**config.mk**
```make
export PLATFORM = sky130hd
export DESIGN_NAME = serial_subtractor
export DESIGN_NICKNAME = d
export VERILOG_FILES = /design/src/rtl/serial_subtractor_pkg.sv /design/src/rtl/serial_subtractor_fs.sv /design/src/rtl/serial_subtractor.sv
export SDC_FILE = /design/constraint.sdc
export NUM_CORES = 1
export LEC_CHECK = 0
export ABC_AREA = 1
export CELL_PAD_IN_SITES_DETAIL_PLACEMENT = 0
export CELL_PAD_IN_SITES_GLOBAL_PLACEMENT = 1
export CORE_MARGIN = 8
export CORE_UTILIZATION = 40
export CTS_BUF_LIST = sky130_fd_sc_hd__clkbuf_4
export DETAILED_ROUTE_END_ITERATION = 7
export HOLD_SLACK_MARGIN = 0.03
export PLACE_DENSITY = 0.87
export SLEW_MARGIN = 20
export SYNTH_ARGS = -nofsm -noshare
export SYNTH_HDL_FRONTEND = slang
export SYNTH_HIERARCHICAL = 1
export SYNTH_SLANG_ARGS = --single-unit
export TNS_END_PERCENT = 1
```
**constraint.sdc**
```tcl
create_clock -name clk -period 1.59 [get_ports clk]
set_input_delay 0.159 -clock clk [delete_from_list [all_inputs] [get_ports clk]]
set_output_delay 0.159 -clock clk [all_outputs]
set_load 0.01 [all_outputs]
```
**src/rtl/serial_subtractor_pkg.sv**
```systemverilog
// Shared definitions for the bit-serial subtractor.
// Holds the FSM state encoding used by the top level.
package serial_subtractor_pkg;

  localparam logic [1:0] ST_IDLE  = 2'd0;
  localparam logic [1:0] ST_SHIFT = 2'd1;
  localparam logic [1:0] ST_DONE  = 2'd2;

endpackage

```
**src/rtl/serial_subtractor_fs.sv**
```systemverilog
// Minterm-based full subtractor cell: x - y - z.
// Ports: x,y,z in; diff (x^y^z) and bout (borrow out) out.
module fs_usingdecoder (
  input  logic x,
  input  logic y,
  input  logic z,
  output logic diff,
  output logic bout
);

  logic [7:0] m;

  always_comb begin
    m = '0;
    for (int k = 0; k < 8; k++) begin
      m[k] = ({x, y, z} == 3'(k));
    end
  end

  assign diff = m[1] | m[2] | m[4] | m[7];
  assign bout = m[1] | m[2] | m[3] | m[7];

endmodule

```
**src/rtl/serial_subtractor.sv**
```systemverilog
// Bit-serial a - b, LSB first, one bit per clock.
// Ports: clk, rst, start, a, b in; busy, done, diff, borrow, ovf out.
module serial_subtractor
  import serial_subtractor_pkg::*;
#(
  parameter int WIDTH = 8
) (
  input  logic             clk,
  input  logic             rst,
  input  logic             start,
  input  logic [WIDTH-1:0] a,
  input  logic [WIDTH-1:0] b,
  output logic             busy,
  output logic             done,
  output logic [WIDTH-1:0] diff,
  output logic             borrow,
  output logic             ovf
);

  localparam int CW = (WIDTH < 2) ? 1 : $clog2(WIDTH + 1);

  logic [1:0]       state;
  logic [CW-1:0]    cnt;
  logic [WIDTH-1:0] a_sh;
  logic [WIDTH-1:0] b_sh;
  logic [WIDTH-1:0] r_sh;
  logic [WIDTH-1:0] r_nxt;
  logic             a_msb;
  logic             b_msb;
  logic             bin;
  logic             d;
  logic             bout;
  logic             last;

  fs_usingdecoder u_fs (
    .x    (a_sh[0]),
    .y    (b_sh[0]),
    .z    (bin),
    .diff (d),
    .bout (bout)
  );

  // New bit enters at the MSB so the LSB-first result ends up aligned.
  generate
    if (WIDTH == 1) begin : g_w1
      assign r_nxt = d;
    end else begin : g_wn
      assign r_nxt = {d, r_sh[WIDTH-1:1]};
    end
  endgenerate

  assign last = (cnt == CW'(WIDTH - 1));
  assign busy = (state == ST_SHIFT);

  always_ff @(posedge clk or posedge rst) begin
    if (rst) begin
      state  <= ST_IDLE;
      cnt    <= '0;
      a_sh   <= '0;
      b_sh   <= '0;
      r_sh   <= '0;
      a_msb  <= 1'b0;
      b_msb  <= 1'b0;
      bin    <= 1'b0;
      done   <= 1'b0;
      diff   <= '0;
      borrow <= 1'b0;
      ovf    <= 1'b0;
    end else begin
      done <= 1'b0;
      case (state)
        ST_SHIFT: begin
          a_sh <= a_sh >> 1;
          b_sh <= b_sh >> 1;
          r_sh <= r_nxt;
          bin  <= bout;
          cnt  <= cnt + 1'b1;
          if (last) begin
            state  <= ST_DONE;
            diff   <= r_nxt;
            borrow <= bout;
            ovf    <= (a_msb ^ b_msb) & (d ^ a_msb);
            done   <= 1'b1;
          end
        end
        default: begin
          if (start) begin
            state <= ST_SHIFT;
            a_sh  <= a;
            b_sh  <= b;
            a_msb <= a[WIDTH-1];
            b_msb <= b[WIDTH-1];
            bin   <= 1'b0;
            cnt   <= '0;
          end else begin
            state <= ST_IDLE;
          end
        end
      endcase
    end
  end

endmodule

```
==> qor.yml, run 1 <==
run_status:
  outcome: "complete, no violations"
logic_synthesis:
  synth_cells: 208
  syn_area_um2: 1850
  ys_seq_area_share_pct: 58.1
  ys.warnings.count: 6
  synth_cell_types: 18
  syn_avg_cell_area_um2: 8.90
  synth_nets: 229
  ys_ff_latch: 43
clock_network:
  cts-hold-fix-buffers: 0
  clockBufferDepth: 2
  clk_pin_slew_ns: 0.12
  h-tree-depth: 2
  clock_latency_ns: 0.35
  cts_tree: "yes"
  clockRootBuffer: "clkbuf_4"
  cts_buffers: 5
  clock-sinks: 43
floorplanning:
  rows: 24
  ios: 31
  coreArea_um2: 4410
  die-area_um2: 7060
  die_w_um: 84.0
  die_h_um: 84.0
  initial_core_util_pct: 42.0
power_and_ir_drop:
  ir_drop_uv: 645
  power_density_nw_per_um2: 1840
  p_leak_nw: 1.16
finish:
  final_common_cell: "nand2_1"
  seqCellArea_um2: 1080
  final_cell_mix: "nand2_1 (97), dfrtp_1 (42), nand3_1 (33), clkdlybuf4s50_1 (29), inv_1 (7)"
  fillers: 427
  area_growth_pct: 24.9
  num-nets-final: 264
  diodes: 0
  drive_above_1_share_pct: 9.43
  multi_input_area_um2: 674
global_routing:
  grt_max_degree: 44
  antenna_found_initial: 0
  grt_pass1_wl_um: 6530
  grt_usage_pct: 11.0
  grt_pass1_vias: 1455
  overflow: 0
worst_setup_path:
  r2r-end: "a_msb"
  path_cells: "clkdlybuf4s50_1"
  crit_type: "reg -> out"
  start_kind: "register"
  crit_family: "buffers and inverters"
  critPathMaxFanout: 2
  crit_required_ns: 1.43
  cp-end-kind: "output pin"
  arrival_ns: 1.26
  crit_path_max_incr_delay_ns: 0.54
  r2r_slack_ns: 0.22
  reg2reg_depth: 6
  crit_buf_inv: 1
  cpMaxStageDelayCell: "clkdlybuf4s50_1"
  r2r-start: "state[0]"
placed_design:
  io_buffers: 30
  gp_congestion: 0.713
  dp_hpwl_um: 2490
  pre_cts_ws_ns: 0.154
sta:
  tightest_slew_ns: 0.424
  hold_viol_final: 0
  setup_viol: 0
  tns_ns: 0
  finalCritPeriodShare_pct: 89.2
  slew_headroom_pct: 71.7
  rsz0062_at_grt: "false"
  fin_skew_ns: 0.00495
  maxSlewViolCount: 0
  fin_ws_ns: 0.171
  fmax_mhz: 705
  layout_min_cycle_time_ns: 1.42
run:
  maxCapViolCount: 0
routing:
  vias: 1441
  viasPerCell: 4.87
  routed_wl_um: 3610
  wl_per_cell_um: 12.2
  firstDrtPassIters: 4
  route.detailed.drc: 0
  postRouteAntennaNets: 0
  drtIter0Drc: 59
min_path:
  hp-class: "in -> async"
metal layers:
metal  vias to the layer above  GRT usage, %  routed length, µm
li1                        725             -                  -
met1                       668          13.0               1590
met2                        42          17.9               1730
met3                         6          4.79                259
met4                         0          2.83                 34
met5                         -             0                  0
power by group:
part	switching [mW]	leakage [nW]	internal, mW
Combinational	0.955	0.571	0.767
Clock	0.350	0.0426	0.324
Sequential	0.298	0.550	1.57
Total	1.60	1.16	2.66
cell type report:
type	count	area share [%]
tap	52	2.81
clock inverter	3	1.68
timing repair buffer	36	16.5
clock buffer	5	1.62
multi-input combinational	147	29.2
inverter	10	1.62
sequential	43	46.6
state kept, by name (all words and copies together), names as in the netlist:
signal	cells
done	1
cnt	4
diff	8
b_sh	8
r_sh	7
state	2
a_sh	8
bin	1
ovf	1
borrow	1
b_msb	1
a_msb	1
worst max-delay path by stage:
stage                       start  endpoint  slack [ns]  cells past startpoint
after floorplan           b_sh[0]       ovf        0.30                      7
after global placement      start     b_msb        0.22                      5
after detailed placement    start     a_msb        0.15                      5
after CTS                 diff[7]   diff[7]        0.14                      1
after global routing      diff[7]   diff[7]        0.08                      1
final                     diff[7]   diff[7]        0.17                      1
through the flow:
| step | hold slack (ns) | area [µm²] | utilization (%) | cells | total power, mW |
|---|---|---|---|---|---|
| final | 0.157 | 2310 | 52.4 | 296 | 4.26 |
| after global routing | 0.180 | 2310 | 52.4 | 296 | 4.67 |
| after CTS | 0.145 | 2310 | 52.4 | 296 | 4.33 |
| after detailed placement | 0.457 | 2230 | 50.5 | 287 | 3.65 |
| after global placement | 0.452 | 2230 | 50.5 | 287 | 3.59 |
| after floorplan | 0.279 | 1850 | - | 208 | 3.03 |
synth_stat cells:
cell      instances  area, µm²
nand3b_4          1       20.0
o21ai_0           3       15.0
ha_1              1       12.5
nand4_1           1       6.26
inv_1             7       26.3
nand2_1          97        364
nand3_1          33        165
buf_4             7       52.6
dfrtp_1          43       1080
o21ai_1           2       10.0
fa_1              1       20.0
buf_6             1       11.3
nor2_4            1       11.3
inv_2             3       11.3
nand2_2           1       6.26
nor2_2            2       12.5
nor2_1            3       11.3
nor2_8            1       20.0
what timing repair did:
item	CTS	global route
endpoints found under the hold margin	0	0
setup endpoints to repair	1	0
resized for setup	2	0
setup buffers	1	0
cells by family (layout without fill, tap and decap cells):
family          after synthesis  count (layout)  share of synthesized area, %
flops                        43              43                          58.1
compound gates                5               5                          1.35
simple gates                140             140                          33.3
fa+ha+maj                     2               2                          1.76
buf+inv                      18              54                          5.47
Power figures use the tool's default switching activity.
==> run 2: changes to the inputs <==
--- a/config.mk
+++ b/config.mk
@@ -9,11 +9,12 @@
 export CELL_PAD_IN_SITES_DETAIL_PLACEMENT = 0
 export CELL_PAD_IN_SITES_GLOBAL_PLACEMENT = 1
 export CORE_MARGIN = 8
-export CORE_UTILIZATION = 40
+export CORE_UTILIZATION = 41
 export CTS_BUF_LIST = sky130_fd_sc_hd__clkbuf_4
+export CTS_CLUSTER_DIAMETER = 30
 export DETAILED_ROUTE_END_ITERATION = 7
 export HOLD_SLACK_MARGIN = 0.03
-export PLACE_DENSITY = 0.87
+export PLACE_DENSITY = 0.89
 export SLEW_MARGIN = 20
 export SYNTH_ARGS = -nofsm -noshare
 export SYNTH_HDL_FRONTEND = slang
==> run 2 against run 1 <==
Net effect: power shrank 3.6%; die area shrank 2.0%; combinational power about the same; clock-buffer cell count up 1; flip-flop and latch count unchanged; critical endpoint is now diff[2]; non-clock buffer count rose by 1; clock power shrank 23%; cell area down 0.70%; largest cell class unchanged; hold slack better by 0.0027 ns; largest power group unchanged; critical path type unchanged; cell count is 0.34% higher.
==> qor.yml, run 2 (synthesis results as in run 1) <==
power_and_ir_drop:
  switching_power_mw: 1.58  # -1.3%
  netSwitchingFraction_pct: 38.5  # +0.90 points
  comb_power_share_pct: 42.1  # +1.7 points
  power_frac_clock_pct: 12.7  # -3.1 points
  total_power_mw: 4.11  # -3.6%
  p_int_mw: 2.53  # -5.0%
  power_density_nw_per_um2: 1790  # -2.9%
  seq_power_share_pct: 45.2  # +1.4 points
  p_leak_nw: 1.16  # -0.56%
  ir_drop_uv: 627  # -2.8%
sta:
  slew_headroom_pct: 76.1  # +4.4 points
  tns_ns: 0  # unchanged
  hold_viol_final: 0  # unchanged
  rsz0062_at_grt: "false"
  fmax_mhz: 710  # +0.68%
  maxSlewViolCount: 0  # unchanged
  tightest_slew_ns: 0.358  # -0.0662 ns
  fin_skew_ns: 0.00787  # +0.00293 ns
  fin_ws_ns: 0.181  # +0.00956 ns
  setup_viol: 0  # unchanged
  finalCritPeriodShare_pct: 88.6  # -0.60 points
  layout_min_cycle_time_ns: 1.41  # -0.00956 ns
global_routing:
  antenna_found_initial: 0  # unchanged
  grt_pass1_vias: 1515  # +4.1%
  grt_usage_pct: 11.3  # +0.29 points
  grt_pass1_wl_um: 6600  # +1.1%
  overflow: 0  # unchanged
  grt_max_degree: 44  # unchanged
clock_network:
  cts_buffers: 5  # unchanged
  clockRootBuffer: "clkbuf_4"
  clock_latency_ns: 0.35  # about the same
  h-tree-depth: 2  # unchanged
  clockBufferDepth: 2  # unchanged
  clock-sinks: 43  # unchanged
  cts_tree: "yes"
  clk_pin_slew_ns: 0.12  # about the same
  cts-hold-fix-buffers: 0  # unchanged
finish:
  drive_above_1_share_pct: 9.39  # -0.038 points
  final_cell_mix: "nand2_1 (97), dfrtp_1 (42), nand3_1 (33), clkdlybuf4s50_1 (29), inv_1 (7)"
  num-nets-final: 265  # +0.38%
  stdcell_count: 297  # +0.34%
  reg_top3: "a_sh x8, b_sh x8, diff x8"
  final_common_cell: "nand2_1"
  seqCellArea_um2: 1080  # unchanged
  area_growth_pct: 24.0
  diodes: 0  # unchanged
  fillers: 405  # -5.2%
  multi_input_area_um2: 674  # unchanged
  postLayoutCoreUtil_pct: 52.7  # +0.35 points
floorplanning:
  rows: 24  # unchanged
  coreArea_um2: 4350  # -1.4%
  die-area_um2: 6920  # -2.0%
  initial_core_util_pct: 42.5  # +0.58 points
  ios: 31  # unchanged
  die_w_um: 83.2  # -0.99%
  die_h_um: 83.2  # -0.99%
worst_setup_path:
  cpMaxStageDelayCell: "clkdlybuf4s50_1"
  crit_type: "reg -> out"
  crit_buf_inv: 1  # unchanged
  arrival_ns: 1.25  # about the same
  critPathMaxFanout: 2  # unchanged
  path_cells: "clkdlybuf4s50_1"
  crit_path_max_incr_delay_ns: 0.54  # about the same
  crit_required_ns: 1.43  # about the same
  start_kind: "register"
  crit_family: "buffers and inverters"
  cp-end-kind: "output pin"
placed_design:
  pre_cts_ws_ns: 0.221  # +0.0665 ns
  place.detailed.instances: 288  # +0.35%
  dp_hpwl_um: 2480  # -0.12%
  gp_congestion: 0.724  # +1.5%
  io_buffers: 30  # unchanged
min_path:
  hp-class: "in -> async"
routing:
  route.detailed.drc: 0  # unchanged
  drtIter0Drc: 53  # -10%
  routed_wl_um: 3530  # -2.3%
  postRouteAntennaNets: 0  # unchanged
  viasPerCell: 4.82  # -0.89%
  vias: 1433  # -0.56%
  firstDrtPassIters: 4  # unchanged
  wl_per_cell_um: 11.9  # -2.6%
run:
  maxCapViolCount: 0  # unchanged
run_status:
  outcome: "complete, no violations"
==> run 2: cell count changes in the layout (fill, tap and decap cells not counted), sizes merged <==
cell    before  now
clkbuf       5    6
buf          6    7
bufinv       1    0
==> run 2: routing by layer <==
layer / vias to the layer above / global-route usage (%) / wire length (µm)
met4: 0 / 3.35 / 40
met2: 38 / 18.5 / 1620
li1: 727 / - / -
met3: 6 / 5.08 / 236
met1: 662 / 13.0 / 1630
met5: - / 0 / 0
==> run 2: final timing paths <==
path                              start        to  slack (ns)  depth (start not counted)
worst max-delay path            diff[2]   diff[2]        0.18                          1
worst min-delay path                rst       bin        0.16                          3
worst max register to register  b_sh[0]       ovf        0.21                          7
worst min register to register  diff[3]   diff[3]        0.48                          2
max in group asynchronous           rst  state[1]        1.22                          3
min in group clk                   a[3]   a_sh[3]        0.35                          3
==> run 2: power by group through the flow <==
stage               clock network (mW)  logic (mW)  registers (mW)
floorplan                            0        1.15            1.89
global placement                     0        1.72            1.88
detailed placement                   0        1.77            1.89
CTS                              0.546        1.77            1.87
global route                     0.594        1.99            1.94
finish                           0.520        1.73            1.86
==> run 2: worst register-to-register path, delay by kind of cell (launching register included) <==
| family | cells | cell delay [ns] |
|---|---|---|
| buffers and inverters | 2 | 0.15 |
| and+or+nand+nor | 4 | 0.23 |
| adders and majority gates | 1 | 0.47 |
| DFF | 1 | 0.43 |
==> run 2: metrics by stage <==
step | instance area, µm² | hold WS [ns]
after global placement | 2240 | 0.452
final | 2300 | 0.160
after detailed placement | 2240 | 0.457
after CTS | 2300 | 0.149
after floorplan | 1850 | 0.279
after global routing | 2300 | 0.162
==> run 2: final cells by class <==
type	count	share of cell area [%]
flip-flops and latches	43	46.9
multi-input cells	147	29.4
repair buffers	37	16.9
well taps	52	2.83
clock buffers	6	1.96
inverters	10	1.63
clock inverters	2	0.327
==> run 2: what timing repair did <==
action / 4_1_cts / 5_1_grt
gates resized for setup: 2 / 0
setup endpoints to repair: 1 / 0
setup buffers: 1 / 0
